==> src/rtl/bsg_link_pkg.sv <==
// Shared types and helpers for the credit-based link sender.
package bsg_link_pkg;

  typedef enum logic [1:0] {
    eInit  = 2'd0,
    eRun   = 2'd1,
    eError = 2'd2
  } link_state_e;

  // Width of a counter that must hold the full credit count inclusively.
  function automatic int credit_width(input int credits);
    return $clog2(credits + 1);
  endfunction

endpackage

==> src/rtl/bsg_link_credit_counter.sv <==
// Remote-credit counter: load to full, down by one per send, up by the
// token decimation step per returned token; flags and saturates overflow.
module bsg_link_credit_counter
  import bsg_link_pkg::*;
#(
  parameter int remote_credits_p       = 16,
  parameter int lg_credit_decimation_p = 2,
  localparam int cred_w_lp             = credit_width(remote_credits_p)
) (
  input  logic                 clk_i,
  input  logic                 reset_n_i,
  input  logic                 load_i,
  input  logic                 up_i,
  input  logic                 down_i,
  output logic [cred_w_lp-1:0] credits_o,
  output logic                 overflow_o
);

  localparam logic [cred_w_lp:0] max_lp  = (cred_w_lp+1)'(remote_credits_p);
  localparam logic [cred_w_lp:0] step_lp = (cred_w_lp+1)'(1 << lg_credit_decimation_p);

  logic [cred_w_lp-1:0] credits_d, credits_q;
  logic [cred_w_lp:0]   sum;

  // One bit wider than the count so a token on a full counter is visible.
  always_comb begin
    sum = {1'b0, credits_q} - {{cred_w_lp{1'b0}}, down_i} + (up_i ? step_lp : '0);
  end

  always_comb begin
    credits_d  = credits_q;
    overflow_o = 1'b0;
    if (load_i) begin
      credits_d = max_lp[cred_w_lp-1:0];
    end else if (sum > max_lp) begin
      credits_d  = max_lp[cred_w_lp-1:0];
      overflow_o = 1'b1;
    end else begin
      credits_d = sum[cred_w_lp-1:0];
    end
  end

  always_ff @(posedge clk_i or negedge reset_n_i) begin
    if (!reset_n_i) credits_q <= '0;
    else            credits_q <= credits_d;
  end

  assign credits_o = credits_q;

endmodule

==> src/rtl/bsg_link_credit_sender.sv <==
// Credit-flow link sender: registered 1-cycle word forwarding gated by
// remote credits. BSG_LINK_CREDIT_SENDER_OVERFLOW_CHECK_EN traps overflow.
module bsg_link_credit_sender
  import bsg_link_pkg::*;
#(
  parameter int width_p                = -1,
  parameter int remote_credits_p       = 16,
  parameter int lg_credit_decimation_p = 2,
  localparam int data_w_lp             = (width_p > 0) ? width_p : 1,
  localparam int cred_w_lp             = credit_width(remote_credits_p)
) (
  input  logic                 clk_i,
  input  logic                 reset_n_i,
  input  logic                 v_i,
  input  logic [data_w_lp-1:0] data_i,
  output logic                 ready_and_o,
  output logic                 link_v_o,
  output logic [data_w_lp-1:0] link_data_o,
  input  logic                 link_token_i,
  output logic [cred_w_lp-1:0] credits_o,
  output logic                 error_o
);

  link_state_e state_d, state_q;

  logic                 accept;
  logic                 load;
  logic                 token_en;
  logic                 overflow;
  logic [cred_w_lp-1:0] credits;

  logic                 link_v_d, link_v_q;
  logic [data_w_lp-1:0] link_data_d, link_data_q;
  logic                 error_d, error_q;

  bsg_link_credit_counter #(
    .remote_credits_p       (remote_credits_p),
    .lg_credit_decimation_p (lg_credit_decimation_p)
  ) u_cnt (
    .clk_i      (clk_i),
    .reset_n_i  (reset_n_i),
    .load_i     (load),
    .up_i       (token_en),
    .down_i     (accept),
    .credits_o  (credits),
    .overflow_o (overflow)
  );

  always_ff @(posedge clk_i or negedge reset_n_i) begin
    if (!reset_n_i) state_q <= eInit;
    else            state_q <= state_d;
  end

  always_comb begin
    state_d = state_q;
    case (state_q)
      eInit:  state_d = eRun;
`ifdef BSG_LINK_CREDIT_SENDER_OVERFLOW_CHECK_EN
      eRun:   if (overflow) state_d = eError;
`else
      eRun:   state_d = eRun;
`endif
      eError: state_d = eError;
      default: state_d = eInit;
    endcase
  end

  // Tokens count only in eRun: dropped during the load cycle, ignored once trapped.
  always_comb begin
    load        = (state_q == eInit);
    token_en    = link_token_i & (state_q == eRun);
    ready_and_o = (state_q == eRun) & (credits != '0);
  end

  assign accept = v_i & ready_and_o;

  always_comb begin
    link_v_d    = accept;
    link_data_d = accept ? data_i : link_data_q;
`ifdef BSG_LINK_CREDIT_SENDER_OVERFLOW_CHECK_EN
    error_d     = error_q | ((state_q == eRun) & overflow);
`else
    error_d     = 1'b0;
`endif
  end

`ifndef BSG_LINK_CREDIT_SENDER_OVERFLOW_CHECK_EN
  // Counter saturates on its own; the flag has no consumer here.
  logic unused_overflow;
  assign unused_overflow = overflow;
`endif

  always_ff @(posedge clk_i or negedge reset_n_i) begin
    if (!reset_n_i) begin
      link_v_q    <= 1'b0;
      link_data_q <= '0;
      error_q     <= 1'b0;
    end else begin
      link_v_q    <= link_v_d;
      link_data_q <= link_data_d;
      error_q     <= error_d;
    end
  end

  assign link_v_o    = link_v_q;
  assign link_data_o = link_data_q;
  assign credits_o   = credits;
  assign error_o     = error_q;

endmodule

==> config.mk <==
export PLATFORM = sky130hd
export DESIGN_NAME = bsg_link_credit_sender
export DESIGN_NICKNAME = d
export VERILOG_FILES = /design/src/rtl/bsg_link_pkg.sv /design/src/rtl/bsg_link_credit_counter.sv /design/src/rtl/bsg_link_credit_sender.sv
export SDC_FILE = /design/constraint.sdc
export NUM_CORES = 1
export LEC_CHECK = 0
export CAP_MARGIN = 20
export CELL_PAD_IN_SITES_DETAIL_PLACEMENT = 0
export CELL_PAD_IN_SITES_GLOBAL_PLACEMENT = 1
export CORE_MARGIN = 2
export CORE_UTILIZATION = 39
export CTS_CLUSTER_DIAMETER = 120
export DETAILED_ROUTE_END_ITERATION = 6
export PLACE_DENSITY = 0.89
export SLEW_MARGIN = 20
export SYNTH_ARGS = -nofsm -noshare
export SYNTH_HDL_FRONTEND = slang
export SYNTH_HIERARCHICAL = 1
export SYNTH_SLANG_ARGS = --single-unit
==> constraint.sdc <==
create_clock -name clk_i -period 7.6 [get_ports clk_i]
set_input_delay 1.9 -clock clk_i [delete_from_list [all_inputs] [get_ports clk_i]]
set_output_delay 1.9 -clock clk_i [all_outputs]
set_load 0.1 [all_outputs]
* After elaboration in Yosys (flattened, before gate mapping)
Index checks and enable logic that the tools add are counted.
Word-level totals: output and inout bits 9, word-level logic and storage cells 19, bits in registers 9
Cells by class: equality and inequality tests 2, order comparisons 1, mux-type cells 4, bitwise logic cells 3, add/sub/neg operators 2, reduce and logical (&&, ||, !) cells 3
Operators by type and width (count):
- $mux W5 | 2
- $add A6 B6 Y6 | 1
- $gt A6 B5 Y1 const B | 1
- $sub A5 B1 Y6 | 1
- $reduce_bool A5 Y1 | 1
- $pmux W2 S2 | 1
- $and A1 B1 Y1 | 3
- $mux W3 | 1
- $eq A2 B1 Y1 const B | 1
- $eq A2 B2 Y1 const B | 1
- $logic_not A2 Y1 | 1
- $reduce_or A2 Y1 | 1

* Longest topological paths before layout
depth in word-level cells 8, gate-level depth with buffers 10, depth with buffers taken out 10

* Modules after synthesis
Netlist, hierarchy kept.
Modules (own cells, without submodules):
- bsg_link_credit_counter | seq. area each 125.1 um^2, area an instance 400.4 um^2, cells an instance 40, times used 1
- bsg_link_credit_sender | seq. area each 100.1 um^2, area an instance 192.7 um^2, cells an instance 15, times used 1

* Least setup slack after synthesis
OpenSTA, ideal clock, no wires.
kind register to output, start register u_cnt.credits_q[1] (netlist: u_cnt/credits_o[1]), end output port ready_and_o, data arrival time 1.809 ns, setup slack 3.891 ns, stages on the path, launching flop included 3, path buffers 0, path through dfrtp_1 -> or3_4 -> o31a_2
Between the ends: word-level cells in the longest chain between the ends 2
RTL lines:
- from (decl) | line bsg_link_credit_counter.sv:22 | logic [cred_w_lp-1:0] credits_d, credits_q;
- from (signal assigned) | line bsg_link_credit_counter.sv:45 | else credits_q <= credits_d;
- $reduce_bool A5 Y1 | line bsg_link_credit_sender.sv:72 | ready_and_o = (state_q == eRun) & (credits != '0);
- $and A1 B1 Y1 | line bsg_link_credit_sender.sv:72
- to (decl) | line bsg_link_credit_sender.sv:16 | output logic ready_and_o,
Every way passes these cells.

* Final worst setup path
Same ends and word-level chain as after synthesis.

==> metrics.cfg <==
[run_status]
status = finished clean

[critical_path]
start_kind = flop
crit_chain = or3_4, o31a_2, clkdlybuf4s50_1
path_max_fanout = 5
path_delay_family = buffers and inverters
critical_path_buf_inv_count = 1
cp-end-kind = primary output
crit_slowest_cell = clkdlybuf4s50_1
cpPeakStageDelay_ns = 0.96
crit_arrival_ns = 2.39
cp_data_required_time_ns = 5.70
critPathKind = flop to primary output

[floorplan]
dieArea_sq_um = 1834
dieHeight_microns = 42.83
boundaryPins = 14
start_util_pct = 40.45
num_rows = 14
die_w_microns = 42.83
coreArea_sq_um = 1454

[finish]
insertedDiodeCount = 0
final_nets = 82
drive_gt1_share_pct = 13.04
synthToLayoutAreaGrowth_pct = 27.02

[sta]
maxSlewViolCount = 0
finalHoldViolCount = 0
worst_slew_pin_slew_ns = 0.9689
fin_crit_sh_pct = 56.40
max_freq_mhz = 233.3
finalSetupViolations = 0
relSlewSlack_pct = 35.21
rsz0062_at_grt = no
finClkSkew_ns = 0.009485
fin_setup_tns_ns = 0
period_minus_slack_ns = 4.286

[drt]
final_antenna_net_count = 0
vias = 416
routed_wl_microns = 1029
drc = 0
wire_per_inst_microns = 12.11
post_drt_via_cell_ratio = 4.894
drt-pass1-iter-count = 4
drtIter0Drc = 4

[clock_network]
numCtsBuffers = 3
cts_sinks = 9
holdBufCountCts = 0
cts_tree = built
ctsResizeCount = 0
clockBufferDepth = 2
h-tree-depth = 1
clock_latency_ns = 0.27
clk_pin_slew_worst_paths_ns = 0.06
cts_setup_buffers = 0
clock-root-buffer = clkbuf_4

[synth]
synth_area_per_cell_sq_um = 10.89
synth_cells = 54
yosysWarnings = 6
synth.net_count = 66
netlist_area_sq_um = 588.1

[global_route]
grt_pass1_vias = 438
grt_max_degree = 10
grt.overflow.total = 0
grt_first_pass_wirelength_microns = 1842
antenna_found_initial = 0
groute.usage.overall_pct = 13.77

[placement]
gp_congestion = 0.8073
io_buffer_count = 12
dpl.hpwl_microns = 849.7

[flow_run]
drv_cap = 0

[min_path]
hp-class = flop to flop

cell usage in the layout, fill, tap and decap left out:
cell type and instances:
clkdlybuf4s50_1 12, inv_1 11, dfrtp_1 9, ha_1 6, xnor2_1 4, clkbuf_4 3
nor2_1 2, a21o_1 2, nor4_1 2, or3_4 1, nor2b_1 1, o31a_2 1
o311a_4 1, and2_1 1, mux2_4 1, conb_1 1, clkbuf_1 1, a211o_1 1
o21ai_2 1, a21oi_2 1, o21a_1 1, nor3b_1 1, a22o_1 1, and4b_1 1
nor4b_1 1, or3_1 1, fa_1 1
state kept, by name (all words and copies together), names as in the netlist:
name             flops
u_cnt/credits_o      5
link_data_o          1
link_v_o             1
state_q              2
worst paths after layout:
path                                         startpoint                      endpoint  slack, ns  cells past startpoint
setup / recovery           u_cnt/credits_o[1]$_DFF_PN0_                   ready_and_o       3.31                      3
hold / removal                     state_q[0]$_DFF_PN0_          state_q[1]$_DFF_PN0_       0.44                      1
setup reg to reg           u_cnt/credits_o[1]$_DFF_PN0_  u_cnt/credits_o[2]$_DFF_PN0_       4.86                     10
hold reg to reg                    state_q[0]$_DFF_PN0_          state_q[1]$_DFF_PN0_       0.44                      1
max in group asynchronous                     reset_n_i          state_q[1]$_DFF_PN0_       5.40                      1
min in group asynchronous                     reset_n_i  u_cnt/credits_o[1]$_DFF_PN0_       1.91                      1
cell type report:
class	instances	area [sq um]
fill	129	706.9
multi-input combinational	33	314.1
sequential	9	225.2
timing repair buffer	12	120.1
inverter	11	41.29
clock buffer	4	26.28
tap	16	20.02
routing by layer:
| metal | track usage (%) | wire length (microns) |
|---|---|---|
| met5 | 0 | 0 |
| met4 | 9.375 | 31 |
| met3 | 1.702 | 37 |
| met2 | 22.12 | 490 |
| met1 | 16.98 | 469 |
per-stage QoR:
stage	std cells	setup slack (ns)	hold WS (ns)	utilization [%]	area, sq um
4_1_cts	85	3.306	0.4428	51.38	747.0
6_report	85	3.314	0.4374	51.38	747.0
3_5_place_dp	81	3.252	0.4354	49.57	720.7
3_3_place_gp	81	3.317	0.4275	49.57	720.7
2_1_floorplan	54	3.891	0.4152	-	588.1
5_1_grt	85	3.270	0.4611	51.38	747.0
Power is not shown: default switching activity piles up to over one toggle a cycle in this logic, so the estimate is an artifact.
